File: src/rtl/imem_uart_loader_pkg.sv
`default_nettype none
// ============================================================================
// Module  : loader_pkg
// Purpose : Shared types and constants for the UART instruction-memory loader.
//           Holds the frame FSM state type, the default frame start marker,
//           the word count that a zero count byte stands for, and the write
//           latency (cycles from the last byte of a word to the RAM write).
// Revision: 1.0 - initial release
// ============================================================================
package loader_pkg;

  typedef enum logic [2:0] {
    LD_IDLE  = 3'd0,
    LD_COUNT = 3'd1,
    LD_DATA  = 3'd2,
    LD_CHECK = 3'd3,
    LD_DONE  = 3'd4,
    LD_ERROR = 3'd5
  } loader_state_t;

  localparam logic [7:0] SYNC_BYTE_DEFAULT = 8'h55;
  localparam int         COUNT_ZERO_WORDS  = 256;
  localparam int         WRITE_LATENCY     = 1;

endpackage
`default_nettype wire

File: src/rtl/imem_uart_loader_if.sv
`default_nettype none
// ============================================================================
// Module  : imem_uart_loader_if
// Purpose : Byte stream from the UART receiver plus the instruction RAM
//           write port, bundled for the loader.
// Ports   : rx_data/rx_valid   - received byte and its one-cycle strobe
//           imem_we            - one-cycle RAM write enable
//           imem_addr          - byte address of the word being written
//           imem_wdata         - instruction word being written
// Modports: master - byte source / RAM side (drives rx_*, observes imem_*)
//           slave  - the loader (observes rx_*, drives imem_*)
// Revision: 1.0 - initial release
// ============================================================================
interface imem_uart_loader_if;

  logic [7:0]  rx_data;
  logic        rx_valid;
  logic        imem_we;
  logic [31:0] imem_addr;
  logic [31:0] imem_wdata;

  modport master (
    output rx_data,
    output rx_valid,
    input  imem_we,
    input  imem_addr,
    input  imem_wdata
  );

  modport slave (
    input  rx_data,
    input  rx_valid,
    output imem_we,
    output imem_addr,
    output imem_wdata
  );

endinterface
`default_nettype wire

File: src/rtl/imem_uart_loader_idle_timeout.sv
`default_nettype none
// ============================================================================
// Module  : idle_timeout
// Purpose : Counts idle cycles between received bytes while a frame is in
//           progress and flags when the gap reaches TIMEOUT_CYCLES.
// Ports   : clk     - system clock
//           reset   - asynchronous active-low reset
//           enable  - counting allowed (frame in progress)
//           kick    - a byte arrived this cycle; restarts the gap count
//           expired - gap has reached TIMEOUT_CYCLES in this cycle
// Revision: 1.0 - initial release
// ============================================================================
module idle_timeout #(
  parameter int TIMEOUT_CYCLES = 1000000
) (
  input  logic clk,
  input  logic reset,
  input  logic enable,
  input  logic kick,
  output logic expired
);

  localparam int CW = $clog2(TIMEOUT_CYCLES + 1);

  logic [CW-1:0] count;

  // count holds the number of idle cycles already completed since the last
  // byte, so the current cycle is idle cycle count+1. Expiry is flagged in the
  // idle cycle that makes the gap TIMEOUT_CYCLES long. A byte in that same
  // cycle masks expiry, so the byte wins.
  always_ff @(posedge clk or negedge reset) begin
    if (!reset) begin
      count <= '0;
    end else if (kick || !enable) begin
      count <= '0;
    end else begin
      count <= count + CW'(1);
    end
  end

  assign expired = enable && !kick && (count == CW'(TIMEOUT_CYCLES - 1));

endmodule
`default_nettype wire

File: src/rtl/imem_uart_loader.sv
`default_nettype none
// ============================================================================
// Module  : imem_uart_loader
// Purpose : Boot-time instruction memory writer. Receives a framed program
//           image (sync, count, N big-endian words, XOR checksum) from the
//           UART receiver, writes each word to consecutive RAM word addresses
//           and holds the core in reset until a frame with a good checksum
//           has been loaded.
// Ports   : clk        - system clock
//           reset      - asynchronous active-low reset
//           bus        - slave side of imem_uart_loader_if (rx bytes in,
//                        RAM write port out)
//           cpu_hold   - keeps the core in reset while high
//           load_done  - a frame loaded successfully
//           load_error - the last frame failed (checksum or timeout)
// Revision: 1.0 - initial release
// ============================================================================
module imem_uart_loader
  import loader_pkg::*;
#(
  parameter int         ADDR_WORDS     = 256,
  parameter int         TIMEOUT_CYCLES = 1000000,
  parameter logic [7:0] SYNC_BYTE      = SYNC_BYTE_DEFAULT
) (
  input  logic                 clk,
  input  logic                 reset,
  imem_uart_loader_if.slave    bus,
  output logic                 cpu_hold,
  output logic                 load_done,
  output logic                 load_error
);

  localparam int WIDX_W = $clog2(ADDR_WORDS);

  localparam logic [2:0] ST_IDLE  = LD_IDLE;
  localparam logic [2:0] ST_COUNT = LD_COUNT;
  localparam logic [2:0] ST_DATA  = LD_DATA;
  localparam logic [2:0] ST_CHECK = LD_CHECK;
  localparam logic [2:0] ST_DONE  = LD_DONE;
  localparam logic [2:0] ST_ERROR = LD_ERROR;

  logic [2:0]        state;
  logic [WIDX_W-1:0] word_idx;
  logic [1:0]        byte_idx;
  logic [7:0]        acc;
  logic [23:0]       shift;      // first three bytes of the word in progress
  logic [8:0]        words_left;
  logic              in_frame;
  logic              expired;

  assign in_frame = (state == ST_COUNT) || (state == ST_DATA) || (state == ST_CHECK);

  idle_timeout #(
    .TIMEOUT_CYCLES(TIMEOUT_CYCLES)
  ) u_idle_timeout (
    .clk    (clk),
    .reset  (reset),
    .enable (in_frame),
    .kick   (bus.rx_valid),
    .expired(expired)
  );

  always_ff @(posedge clk or negedge reset) begin
    if (!reset) begin
      state          <= ST_IDLE;
      word_idx       <= '0;
      byte_idx       <= '0;
      acc            <= '0;
      shift          <= '0;
      words_left     <= '0;
      bus.imem_we    <= 1'b0;
      bus.imem_addr  <= '0;
      bus.imem_wdata <= '0;
      cpu_hold       <= 1'b1;
      load_done      <= 1'b0;
      load_error     <= 1'b0;
    end else begin
      bus.imem_we <= 1'b0;
      if (bus.rx_valid) begin
        case (state)
          ST_IDLE, ST_ERROR: begin
            if (bus.rx_data == SYNC_BYTE) begin
              state      <= ST_COUNT;
              word_idx   <= '0;
              byte_idx   <= '0;
              acc        <= '0;
              load_error <= 1'b0;
            end
          end
          ST_COUNT: begin
            words_left <= (bus.rx_data == 8'd0) ? 9'(COUNT_ZERO_WORDS)
                                                : {1'b0, bus.rx_data};
            state      <= ST_DATA;
          end
          ST_DATA: begin
            acc      <= acc ^ bus.rx_data;
            shift    <= {shift[15:0], bus.rx_data};
            byte_idx <= byte_idx + 2'd1;
            if (byte_idx == 2'd3) begin
              bus.imem_we    <= 1'b1;
              bus.imem_addr  <= 32'({word_idx, 2'b00});
              bus.imem_wdata <= {shift, bus.rx_data};
              words_left     <= words_left - 9'd1;
              // The index only advances when another word follows, so a full
              // 256-word frame never wraps it back to zero.
              if (words_left == 9'd1) begin
                state <= ST_CHECK;
              end else begin
                word_idx <= word_idx + WIDX_W'(1);
              end
            end
          end
          ST_CHECK: begin
            if (bus.rx_data == acc) begin
              state     <= ST_DONE;
              load_done <= 1'b1;
              cpu_hold  <= 1'b0;
            end else begin
              state      <= ST_ERROR;
              load_error <= 1'b1;
            end
          end
          default: begin
            // DONE is terminal until reset; bytes are ignored.
          end
        endcase
      end else if (expired) begin
        state      <= ST_ERROR;
        load_error <= 1'b1;
      end
    end
  end

endmodule
`default_nettype wire

File: src/flat_wrapper.sv
// flat-port wrapper written by rule: the top's interface ports become plain ports
module imem_uart_loader_flat import loader_pkg::*;
#(
  parameter int         ADDR_WORDS     = 256,
  parameter int         TIMEOUT_CYCLES = 1000000,
  parameter logic [7:0] SYNC_BYTE      = SYNC_BYTE_DEFAULT
)
  (clk, reset, cpu_hold, load_done, load_error, bus_rx_data, bus_rx_valid, bus_imem_we, bus_imem_addr, bus_imem_wdata);
  imem_uart_loader_if bus_i ();
  input  logic clk;
  input  logic reset;
  output logic cpu_hold;
  output logic load_done;
  output logic load_error;
  input wire logic [$bits(bus_i.rx_data)-1:0] bus_rx_data;
  input wire logic [$bits(bus_i.rx_valid)-1:0] bus_rx_valid;
  output wire logic [$bits(bus_i.imem_we)-1:0] bus_imem_we;
  output wire logic [$bits(bus_i.imem_addr)-1:0] bus_imem_addr;
  output wire logic [$bits(bus_i.imem_wdata)-1:0] bus_imem_wdata;
  assign bus_i.rx_data = bus_rx_data;
  assign bus_i.rx_valid = bus_rx_valid;
  assign bus_imem_we = bus_i.imem_we;
  assign bus_imem_addr = bus_i.imem_addr;
  assign bus_imem_wdata = bus_i.imem_wdata;
  imem_uart_loader #(.ADDR_WORDS(ADDR_WORDS), .TIMEOUT_CYCLES(TIMEOUT_CYCLES), .SYNC_BYTE(SYNC_BYTE)) u_core (.clk(clk), .reset(reset), .bus(bus_i), .cpu_hold(cpu_hold), .load_done(load_done), .load_error(load_error));
endmodule
File: config.mk
export PLATFORM = sky130hd
export DESIGN_NAME = imem_uart_loader_flat
export DESIGN_NICKNAME = d
export VERILOG_FILES = /design/src/rtl/imem_uart_loader_pkg.sv /design/src/rtl/imem_uart_loader_if.sv /design/src/rtl/imem_uart_loader_idle_timeout.sv /design/src/rtl/imem_uart_loader.sv /design/src/flat_wrapper.sv
export SDC_FILE = /design/constraint.sdc
export NUM_CORES = 1
export LEC_CHECK = 0
export ABC_AREA = 1
export BUFFER_PORTS_ARGS = -buffer_cell sky130_fd_sc_hd__buf_4
export CAP_MARGIN = 25
export CELL_PAD_IN_SITES_DETAIL_PLACEMENT = 1
export CELL_PAD_IN_SITES_GLOBAL_PLACEMENT = 1
export CORE_ASPECT_RATIO = 0.9
export CORE_MARGIN = 2
export CORE_UTILIZATION = 38
export DETAILED_ROUTE_END_ITERATION = 12
export PLACE_DENSITY_LB_ADDON = 0.1
export SLEW_MARGIN = 15
export SYNTH_ARGS = -nofsm -noshare
export SYNTH_HDL_FRONTEND = slang
export SYNTH_SLANG_ARGS = --single-unit
File: constraint.sdc
create_clock -name clk -period 1.37 [get_ports clk]
set_input_delay 0.0685 -clock clk [delete_from_list [all_inputs] [get_ports clk]]
set_output_delay 0.0685 -clock clk [all_outputs]
set_load 0.005 [all_outputs]
[Word level (Yosys, flattened, before mapping)]
Index checks and enable logic that the tools add are counted.
Operators by class
  add/sub/neg operators: 4
  mux-type cells: 26
  eq/ne operators: 18
  bitwise logic cells: 1
  reductions and logical operators: 21
Operators by type and width (count)
  $pmux W8 S2: 2
  $mux W8: 3
  $add A20 B1 Y20 const B: 1
  $eq A20 B20 Y1 const B: 1
  $mux W20: 1
  $mux W9: 2
  $pmux W9 S2: 1
  $mux W3: 5
  $pmux W3 S4: 1
  $reduce_and A3 Y1: 4
  $reduce_and A5 Y1: 2
  $eq A9 B1 Y1 const B: 1
  $ne A3 B3 Y1 const B: 3
  $sub A9 B1 Y9 const B: 1
  $add A8 B1 Y8 const B: 1
  $eq A8 B7 Y1 const B: 1
  $eq A8 B8 Y1: 1
  $logic_not A8 Y1: 1
  $mux W1: 8
  $xor A8 B8 Y8: 1
  $eq A3 B2 Y1 const B: 2
  $reduce_bool A2 Y1: 3
  $ne A5 B1 Y1 const B: 1
  $ne A2 B2 Y1 const B: 2
  other kinds (17): 21
Word-level totals
  register bits after elaboration: 118
  input bits: 11
  output and inout port bits: 68
  word-level logic and storage cells: 83

[Depth between registers and ports, before layout]
Gate-level depths: netlist of run 1.
  depth in word-level cells: 7
  mapped depth: 11
  gate-level depth less buffers: 11

[By module]
From an unflattened synthesis of run 1, not the netlist that was laid out.
Unflattened totals
  cells, all modules: 727
  area, all modules: 5826.8 sq um
By module, submodules not included
  imem_uart_loader: times used 1, cells an instance 562, area an instance 4634.4 sq um
  idle_timeout: times used 1, cells an instance 165, area an instance 1192.4 sq um

[Least setup slack after synthesis of run 1]
No wires, ideal clock.
  path kind: reg2reg
  start: register u_core.state[2]
  end: register u_core.bus.imem_addr[2]
  path slack: -104 ps
  setup time: 130 ps
  stages on the path, launching flop included: 11
  clock period less this slack: 1474 ps
  arrival: 1344 ps
  cells stage by stage: dfrtp_1 > inv_1 > nand2_2 > nor2_4 > nand2_4 > nor2_4 > inv_2 > buf_6 > buf_6 > nand2_1 > o21ai_1
Between the ends
  longest elaborated chain between the ends: 2
Ends and longest elaborated chain
  from (decl): RTL line imem_uart_loader.sv:42  | logic [2:0] state;
  from (signal assigned): RTL line imem_uart_loader.sv:65  | state <= ST_IDLE;
  from (signal assigned): RTL line imem_uart_loader.sv:83  | state <= ST_COUNT;
  from (signal assigned): RTL line imem_uart_loader.sv:93  | state <= ST_DATA;
  $eq A3 B2 Y1: RTL line imem_uart_loader.sv:80  | case (state)
  $reduce_and A3 Y1 (no source line)
  to (signal assigned): RTL line imem_uart_loader.sv:101  | bus.imem_addr <= 32'({word_idx, 2'b00});
  to (decl): RTL line imem_uart_loader_if.sv:34  | output imem_addr,
No other way between the ends.
A chain may end at the register's enable or synchronous reset.

[Worst setup path in the final report of run 1]
  start: register u_core.state[2]
  end: register u_core.words_left[4]
Between the ends
  longest elaborated chain between the ends: 3
  elaborated cells between the ends (all ways): 6
  those cells by class: eq/ne (3); mux (1); reduce/logical (2)
Ends and longest elaborated chain
  $eq A3 B2 Y1 or $eq A3 B1 Y1 (tied branches): RTL line imem_uart_loader.sv:80
  $ne A2 B2 Y1 (no source line) or $reduce_bool A2 Y1 (tied branches)
  $reduce_and A3 Y1 (no source line)
  to (signal assigned): RTL line imem_uart_loader.sv:91  | words_left <= (bus.rx_data == 8'd0) ? 9'(COUNT_ZERO_WORDS)
  to (signal assigned): RTL line imem_uart_loader.sv:103  | words_left <= words_left - 9'd1;
  to (decl): RTL line imem_uart_loader.sv:47  | logic [8:0] words_left;
Several ways; a longest one is shown, not always the timed one.

==> results.yml, run 1 <==
drt:
  wire_per_inst_um: 17.8
  drc: 0
  drtIter0Drc: 202
  ant_nets: 0
  drt_wl_total_um: 19500
  drt-pass1-iter-count: 5
  num_vias: 5373
  via_per_inst: 4.92
cts:
  cts_tree: "yes"
  cts.sinks: 118
  cts_max_level: 4
  clock_latency_ps: 430
  ctsRootBufferMaster: "clkbuf_16"
  cts_max_path_buffers: 2
  clkTransAtPathRegs_ps: 60
  cts_buffers: 17
worst_hold_path:
  hold_path_class: "in -> reg"
pwr:
  vdd_ir_drop_max_uv: 1020
  powerDensity_nw_per_um2: 1560
  p_leak_nw: 4.24
grt:
  grt_pass1_vias: 5656
  gr-total-overflow: 0
  globalRouteTotalUtil: 0.231
  grt_pass1_wl_um: 28500
  grt_max_degree: 73
  antenna_found_initial: 0
cells_and_area:
  fillers: 1707
  finalNonFillerCells: 1092
  drive_above_1_share: 0.419
  multi_input_area_um2: 2840
  final_common_cell: "nand2_1"
  seqCellArea_um2: 2960
  mostFrequentLayoutCells: "nand2_1 (160), buf_4 (149), dfrtp_1 (115)"
  antennaDiodeCount: 0
  final_nets: 897
  area_growth_pct: 52.8
logic_synthesis:
  synth_area_um2: 5640
  ys_ff_latch: 118
  synth_cell_types: 36
  seq_area_frac_synth: 0.523
  syn_area_per_cell_um2: 8.10
  syn-instance-count: 697
  yosysWarnings: 0
sta:
  hold_viol: 0
  period_share: 1.16
  fin_skew_ps: 7.75
  setup_ws_ps: -221
  setup_viol: 116
  slew_violations: 0
  fmax_ghz: 0.628
  hold_ws_ps: 27.8
  rsz0062_at_grt: "true"
  finalCriticalPeriod_ps: 1590
critical_path:
  crit_fanout: 12
  crit_arrival_ps: 1930
  start_kind: "flip-flop"
  crit_type: "reg -> reg"
  cp.required_ps: 1710
  endpoint_kind: "flip-flop"
place:
  place_inst: 1009
  dpl.hpwl_um: 11200
  io_buffer_count: 54
  gp_congestion: 0.832
die:
  io_pins: 79
  dieArea_um2: 15800
  die_w_um: 132
  coreArea_um2: 14600
  row_count: 42
  initial_core_util: 0.386
  die_h_um: 120
outcome:
  violations: "setup timing"
  status: "complete, but fails checks"
run:
  max_cap_violations: 0
-- cells by family (layout without fill, tap and decap cells) --
kind of cell,after synthesis,in the layout,share of synthesized area
buffers and inverters,121,295,0.105
AND/OR/NAND/NOR,333,333,0.239
adder cells (fa/ha/maj),5,5,0.0111
XOR/XNOR,12,12,0.0186
flip-flops,118,118,0.523
multiplexers,1,1,0.00177
other,1,24,0.000664
AO/OA/AOI/OAI,106,106,0.0998
-- what timing repair did --
item | 4_1_cts | 5_1_grt
gates resized for setup | 95 | 156
pin swaps | 25 | 34
hold buffers | 7 | 0
buffers inserted | 21 | 17
setup endpoints to repair | 116 | 115
cloned | 4 | 4
endpoints found under the hold margin | 124 | 0
-- layer usage --
layer  global-route usage  part of all wire  vias up
met4               0.0739             0.011        0
met5                    0                 0        -
met2                0.411              0.53      117
met1                0.285              0.43     2717
met3               0.0418             0.033       20
li1                     -                 -     2519
-- cell type report --
| class | instances | share of cell area |
|---|---|---|
| clock inverter | 10 | 0.0112 |
| sequential | 118 | 0.343 |
| inverter | 76 | 0.0348 |
| timing repair buffer | 187 | 0.197 |
| tap | 198 | 0.0287 |
| multi-input combinational | 481 | 0.330 |
| clock buffer | 22 | 0.0562 |
-- worst paths after layout --
| path | startpoint | to | slack, ps | cells after the start |
|---|---|---|---|---|
| max | u_core.state[2] | u_core.words_left[4] | -220 | 9 |
| min | bus_rx_data[4] | u_core.words_left[4] | 30 | 3 |
| max reg2reg | u_core.state[2] | u_core.words_left[4] | -220 | 9 |
| min reg2reg | u_core.cpu_hold | u_core.cpu_hold | 460 | 2 |
| max in group asynchronous | reset | u_core.words_left[4] | 800 | 3 |
| min in group asynchronous | reset | u_core.bus.imem_wdata[25] | 200 | 3 |
-- where the power goes --
part           internal [mW]  switching (mW)  total (mW)
clock                   2.69            1.68        4.37
combinational           2.06            2.51        4.58
sequential              4.09           0.445        4.53
total                   8.84            4.64        13.5
-- Yosys cell counts --
cell type	n	area [µm²]
xor2_1	9	78.8
nand2_4	1	11.3
o211a_1	1	10.0
mux2i_1	1	10.0
buf_6	5	56.3
a211oi_1	1	7.51
a21oi_1	15	75.1
o22ai_1	8	50.1
nor3_1	3	15.0
inv_1	73	274
nand2_1	226	848
nand4_1	6	37.5
nor3_2	1	10.0
o21ai_2	1	8.76
buf_4	24	180
o21ai_0	47	235
nand3b_1	3	22.5
nor2_4	2	22.5
ha_1	5	62.6
nand3_1	24	120
or2_2	3	18.8
a21oi_2	1	8.76
a31oi_1	2	12.5
dfrtp_1	117	2930
buf_2	10	50.1
o211ai_1	1	7.51
nand2_2	1	6.26
dfstp_2	1	26.3
xnor2_1	3	26.3
nor4_1	1	6.26
clkbuf_1	6	22.5
nor2_1	62	233
inv_2	3	11.3
a21o_1	1	7.51
o21ai_1	28	140
conb_1	1	3.75
-- state kept, by name (all words and copies together) (netlist names), 3 cells and up --
name and cells:
u_core.acc 8, u_core.words_left 9, u_core.bus.imem_addr 8, u_core.state 3, u_core.shift 24, u_core.word_idx 8
u_core.bus.imem_wdata 32, u_core.u_idle_timeout.count 20
-- metrics by stage --
| step | TNS, ps | power, mW | utilization | area (µm²) | setup WS (ps) |
|---|---|---|---|---|---|
| after floorplan | -3370 | 6.24 | - | 5740 | -104 |
| after global placement | -5620 | 7.43 | 0.464 | 6770 | -203 |
| after detailed placement | -9760 | 7.64 | 0.464 | 6770 | -261 |
| after CTS | -5940 | 12.8 | 0.542 | 7920 | -137 |
| after global routing | -21340 | 14.2 | 0.590 | 8620 | -263 |
| final | -14430 | 13.5 | 0.590 | 8620 | -221 |
-- critical path: stages (launching register included) --
cell	delay, ps
dfrtp_1	440
inv_2	110
nand2_4	60
nor2_4	120
buf_6	130
inv_2	60
buf_12	150
nor2_1	230
o21ai_4	100
o21ai_1	90
Note: power is estimated with default switching activity, not from simulation.
==> run 2, diff against run 1 <==
--- a/config.mk
+++ b/config.mk
@@ -12,10 +12,11 @@
 export CELL_PAD_IN_SITES_GLOBAL_PLACEMENT = 1
 export CORE_ASPECT_RATIO = 0.9
 export CORE_MARGIN = 2
-export CORE_UTILIZATION = 38
+export CORE_UTILIZATION = 39
 export DETAILED_ROUTE_END_ITERATION = 12
 export PLACE_DENSITY_LB_ADDON = 0.1
 export SLEW_MARGIN = 15
 export SYNTH_ARGS = -nofsm -noshare
 export SYNTH_HDL_FRONTEND = slang
+export SYNTH_HIERARCHICAL = 1
 export SYNTH_SLANG_ARGS = --single-unit
==> run 2 against run 1 <==
  * The flow finishes with violations (hold timing, setup timing)
  * Global-route usage grew 3.9 points
  * Via count increased by 17%
  * First-iteration DRC count rose by 130%
  * Critical path type unchanged
==> results.yml, run 2 <==
place:
  place_inst: 1038
  io_buffer_count: 54
  gp_congestion: 0.888
  dpl.hpwl_um: 12200
  placed_area_um2: 6940
die:
  dieArea_um2: 15900
  die_h_um: 120
  row_count: 42
  die_w_um: 133
  io_pins: 79
  initial_core_util: 0.397
  coreArea_um2: 14700
critical_path:
  start_kind: "flip-flop"
  reg2reg_from: "u_core/state[2]"
  crit_arrival_ps: 2360
  endpoint_kind: "flip-flop"
  cp.required_ps: 1740
  reg2reg_depth: 14
  critPathCapture: "u_core/state[1]"
  rrSetupSlack_ps: -610
  crit_fanout: 4
  worstSetupStartpoint: "u_core/state[2]"
  crit_type: "reg -> reg"
  r2r-end: "u_core/state[1]"
logic_synthesis:
  seq_area_frac_synth: 0.507
  synth_area_um2: 5830
  synthTopCellsByCount: "nand2_1 (231), dfrtp_1 (117), inv_1 (69), nor2_1 (66), o21ai_0 (51)"
  synth_top_area_frac: 0.502
  synth_area_leaders: "dfrtp_1 (50%), nand2_1 (15%), inv_1 (4.4%)"
  syn-instance-count: 727
  synth_async_sr_flop_share: 1.00
  synth_enable_flop_cells: 0
  synthFlopType: "dfrtp_1"
  ys_ff_latch: 118
  synth_cell_types: 35
  yosysWarnings: 6
  yosysMostFrequentCell: "nand2_1"
  syn_area_per_cell_um2: 8.01
  yosys.area.top_type: "dfrtp_1"
grt:
  grt_util_met1: 0.322
  globalRouteMet3Util: 0.0646
  grt_pass1_wl_um: 33100
  antenna_found_initial: 0
  gr-total-overflow: 0
  gr-usage-met2: 0.466
  grt_max_degree: 41
  grt_pass1_vias: 6400
  top_usage_layer: "met2"
  globalRouteTotalUtil: 0.270
sta:
  period_share: 1.45
  fmax_ghz: 0.504
  hold_viol: 1
  fin_skew_ps: 8.94
  tns_ps: -49620
  hold_ws_ps: -10.1
  worst_slew_pin_slew_ps: 516
  setup_viol: 117
  rsz0062_at_grt: "true"
  setup_ws_ps: -615
  finalCriticalPeriod_ps: 1980
  slew_violations: 0
  slew_headroom: 0.656
drt:
  wire_per_inst_um: 23.9
  drtIter0Drc: 474
  drt_wl_total_um: 27400
  num_vias: 6296
  ant_nets: 0
  via_per_inst: 5.48
  drt-pass1-iter-count: 5
  drc: 0
pwr:
  p_leak_nw: 4.64
  powerDensity_nw_per_um2: 1600
  vdd_ir_drop_max_uv: 1180
outcome:
  violations: "hold timing, setup timing"
  status: "complete, but fails checks"
cts:
  clkTransAtPathRegs_ps: 60
  ctsRootBufferMaster: "clkbuf_16"
  cts_max_level: 4
  cts_max_path_buffers: 2
  cts_buffers: 17
  cts.sinks: 118
  cts_tree: "yes"
  clock_latency_ps: 430
cells_and_area:
  final_nets: 954
  largest_register: "u_core/bus.imem_wdata"
  largestRegisters: "u_core/bus.imem_wdata (32), u_core/shift (24), u_core/u_idle_timeout/count (20)"
  final_common_cell: "nand2_1"
  finalNonFillerCells: 1149
  fillers: 1606
  final_area_um2: 9550
  drive_above_1_share: 0.468
  antennaDiodeCount: 0
  area_growth_pct: 63.9
  fin_util: 0.651
  largest_reg_flops: 32
  mostFrequentLayoutCells: "nand2_1 (149), buf_4 (144), dfrtp_1 (117)"
run:
  max_cap_violations: 0
worst_hold_path:
  hold_path_class: "in -> reg"
-- run 2: changes by cell type in the layout (fill, tap and decap cells not counted), sizes merged, moves of 4 or more --
cell / previous run / this run
nor3: 4 / 8
buf: 177 / 193
o21bai: 0 / 4
nand2: 228 / 240
nor2: 64 / 76
xor2: 9 / 2
clkinv: 4 / 13
a21oi: 16 / 20
inv: 77 / 81
o21ai: 76 / 84
nand4: 6 / 10
-- run 2: cell families after synthesis --
group | share of synthesized area
xor gates and xnor gates | 0.00301
other | 0.000644
buffers and inverters | 0.107
and+or+nand+nor | 0.266
AOI/OAI and AO/OA | 0.106
adders and majority gates | 0.0107
DFF | 0.507
-- run 2: report_power, final --
part	total, mW	internal (mW)	switching [mW]
combinational	5.99	2.52	3.47
clock	4.34	2.50	1.84
sequential	4.91	4.24	0.672
-- run 2: worst min path at each step --
stage	end	startpoint	cells after the start
floorplan	u_core/acc[0]	reset	0
global placement	u_core/u_idle_timeout/count[8]	reset	1
detailed placement	u_core/u_idle_timeout/count[8]	reset	1
CTS	u_core/bus.imem_wdata[3]	bus_rx_data[3]	3
global route	u_core/shift[5]	bus_rx_data[5]	4
finish	u_core/words_left[7]	bus_rx_data[7]	3
-- run 2: routing by layer --
metal,vias up,wire length [µm]
met5,-,0
met4,0,1050
met3,85,1430
met2,247,14400
met1,3267,10500
li1,2697,-
-- run 2: critical path, cell delays in order (launching register included) --
cell	delay, ps
dfrtp_1	400
inv_2	110
nand2_2	80
nand2_4	90
inv_2	40
or2_4	230
nor3_2	190
nand2_1	100
nor2_2	150
nor2_2	80
inv_1	70
nand2_2	100
nor2_4	150
nand2_2	80
nand2_2	60
-- run 2: area by class of cell --
| class | count | area, µm² | area share |
|---|---|---|---|
| multi-input combinational | 513 | 3270 | 0.342 |
| clock inverter | 15 | 130 | 0.0136 |
| sequential | 118 | 2950 | 0.309 |
| tap | 198 | 248 | 0.0259 |
| timing repair inverter | 4 | 50.0 | 0.00524 |
| timing repair buffer | 205 | 2100 | 0.219 |
| inverter | 79 | 380 | 0.0398 |
| clock buffer | 17 | 425 | 0.0445 |
-- run 2: stage by stage --
step / worst slack [ps] / power (mW)
after detailed placement: -415 / 7.99
after global placement: -316 / 7.78
final: -615 / 15.2
after CTS: -394 / 13.4
after global routing: -704 / 15.7
after floorplan: -373 / 6.58
-- run 2: repair_timing --
action / CTS / global route
endpoints found under the hold margin: 85 / 0
resized for setup: 115 / 254
cloned: 13 / 8
hold buffers: 7 / 0
setup buffers: 29 / 36
endpoints found under the setup margin: 110 / 118
pin swaps: 18 / 40
==> run 3, diff against run 2 <==
--- a/config.mk
+++ b/config.mk
@@ -15,6 +15,7 @@
 export CORE_UTILIZATION = 39
 export DETAILED_ROUTE_END_ITERATION = 12
 export PLACE_DENSITY_LB_ADDON = 0.1
+export RECOVER_POWER = 100
 export SLEW_MARGIN = 15
 export SYNTH_ARGS = -nofsm -noshare
 export SYNTH_HDL_FRONTEND = slang
==> run 3 against run 2 <==
  * The flow still finishes with violations (hold timing, setup timing)
  * Clock-buffer cell count unchanged
  * Non-clock buffer count unchanged
  * Final area down 0.46%
  * Register-to-register slack about the same
  * Die area unchanged
  * Setup slack better by 5.4 ps
  * Flip-flop and latch count unchanged
  * First-iteration DRC count down 9.9%
  * Clock power about the same
  * Core utilization down 0.30 points
  * Fmax up 0.27%
  * Sequential share of layout area up 0.14 points
  * Critical endpoint unchanged
  * Largest power group unchanged
==> results.yml, run 3 (same netlist as run 2, synthesis figures left out) <==
cts:
  clkTransAtPathRegs_ps: 60
  ctsRootBufferMaster: "clkbuf_16"
  cts_buffers: 17
  cts_max_path_buffers: 2
  cts_max_level: 4
  clock_latency_ps: 430
  cts.sinks: 118
  cts_tree: "yes"
critical_path:
  start_kind: "flip-flop"
  crit_arrival_ps: 2350
  cp.required_ps: 1740
  crit_type: "reg -> reg"
  crit_fanout: 4
  rrSetupSlack_ps: -610
  endpoint_kind: "flip-flop"
grt:
  grt_max_degree: 41
  gr-total-overflow: 0
  globalRouteTotalUtil: 0.270
  grt_pass1_vias: 6400
  antenna_found_initial: 0
  grt_pass1_wl_um: 33100
cells_and_area:
  final_nets: 954
  final_area_um2: 9510
  drive_above_1_share: 0.464
  final_common_cell: "nand2_1"
  largest_register: "u_core/bus.imem_wdata"
  antennaDiodeCount: 0
  largest_reg_flops: 32
  largestRegisters: "u_core/bus.imem_wdata (32), u_core/shift (24), u_core/u_idle_timeout/count (20)"
  mostFrequentLayoutCells: "nand2_1 (149), dfrtp_1 (117), buf_4 (101)"
  finalNonFillerCells: 1149
  area_growth_pct: 63.1
  fillers: 1614
  fin_util: 0.648
sta:
  slew_headroom: 0.399
  hold_viol: 1
  period_share: 1.44
  setup_viol: 117
  rsz0062_at_grt: "true"
  slew_violations: 0
  worst_slew_pin_slew_ps: 902
  hold_ws_ps: -9.45
  finalCriticalPeriod_ps: 1980
  setup_ws_ps: -610
  fmax_ghz: 0.505
  fin_skew_ps: 8.67
drt:
  drtIter0Drc: 427
  wire_per_inst_um: 23.8
  num_vias: 6308
  drc: 0
  via_per_inst: 5.49
  drt_wl_total_um: 27400
  ant_nets: 0
  drt-pass1-iter-count: 5
die:
  initial_core_util: 0.397
  io_pins: 79
  die_w_um: 133
  coreArea_um2: 14700
  dieArea_um2: 15900
  die_h_um: 120
  row_count: 42
place:
  place_inst: 1038
  dpl.hpwl_um: 12200
  placed_area_um2: 6940
  gp_congestion: 0.888
  io_buffer_count: 54
outcome:
  status: "complete, but fails checks"
  violations: "hold timing, setup timing"
worst_hold_path:
  hold_path_class: "in -> reg"
pwr:
  vdd_ir_drop_max_uv: 1190
  powerDensity_nw_per_um2: 1600
  p_leak_nw: 4.60
  power.total_mw: 15.2
run:
  max_cap_violations: 0
run 3: cell types whose count changed in the layout (fill, tap and decap cells not counted):
cell / before / now
buf_4: 144 / 101
clkbuf_4: 0 / 40
clkbuf_1: 0 / 3
clkbuf_2: 0 / 1
buf_6: 21 / 23
dfstp_1: 0 / 1
dfstp_2: 1 / 0
buf_12: 20 / 17
run 3: final timing paths:
check / start / cells after the start / endpoint
max: u_core/state[2] / 14 / u_core/state[1]
min: bus_rx_data[7] / 3 / u_core/words_left[7]
max reg2reg: u_core/state[2] / 14 / u_core/state[1]
min reg2reg: u_core/cpu_hold / 2 / u_core/cpu_hold
max in group asynchronous: reset / 3 / u_core/bus.imem_addr[2]
min in group asynchronous: reset / 2 / u_core/u_idle_timeout/count[8]
run 3: worst max-delay path: stages (launching register included):
cell and delay [ps]:
dfrtp_1 400, inv_2 110, nand2_2 80, nand2_4 90
inv_2 40, or2_4 230, nor3_2 190, nand2_1 100
nor2_2 150, nor2_2 80, inv_1 70, nand2_2 100
nor2_4 160, nand2_2 80, nand2_2 60
run 3: layout make-up:
class	count	area, µm²	share of cell area
multi-input combinational	513	3270	0.344
sequential	118	2950	0.311
timing repair buffer	205	2050	0.216
clock buffer	17	425	0.0448
clock inverter	15	130	0.0137
timing repair inverter	4	50.0	0.00527
tap	198	248	0.0261
inverter	79	380	0.0400
run 3: timing repair:
action,CTS,global route
gates resized for setup,115,254
setup endpoints to repair,110,118
hold buffers,7,0
buffers inserted,29,36
endpoints found under the hold margin,85,0
gates cloned,13,8
pin swaps,18,40
run 3: report_power, final:
part | switching, mW | leakage, nW | total, mW | internal [mW]
combinational | 3.47 | 2.76 | 5.97 | 2.50
sequential | 0.667 | 1.56 | 4.90 | 4.24
clock | 1.84 | 0.270 | 4.33 | 2.50
total | 5.97 | 4.60 | 15.2 | 9.23
run 3: metal layers:
layer | wire length [µm] | track usage | up-vias
li1 | - | - | 2701
met1 | 10500 | 0.322 | 3270
met2 | 14400 | 0.466 | 257
met3 | 1430 | 0.0646 | 80
met4 | 1050 | 0.122 | 0
met5 | 0 | 0 | -
run 3: per-stage QoR:
stage / hold WS (ps) / setup TNS [ps] / setup WS, ps
floorplan: -227 / -1530 / -373
global placement: 45.5 / -14140 / -316
detailed placement: 58.5 / -18560 / -415
CTS: 7.55 / -26260 / -394
global route: 6.13 / -56460 / -704
finish: -9.45 / -49600 / -610
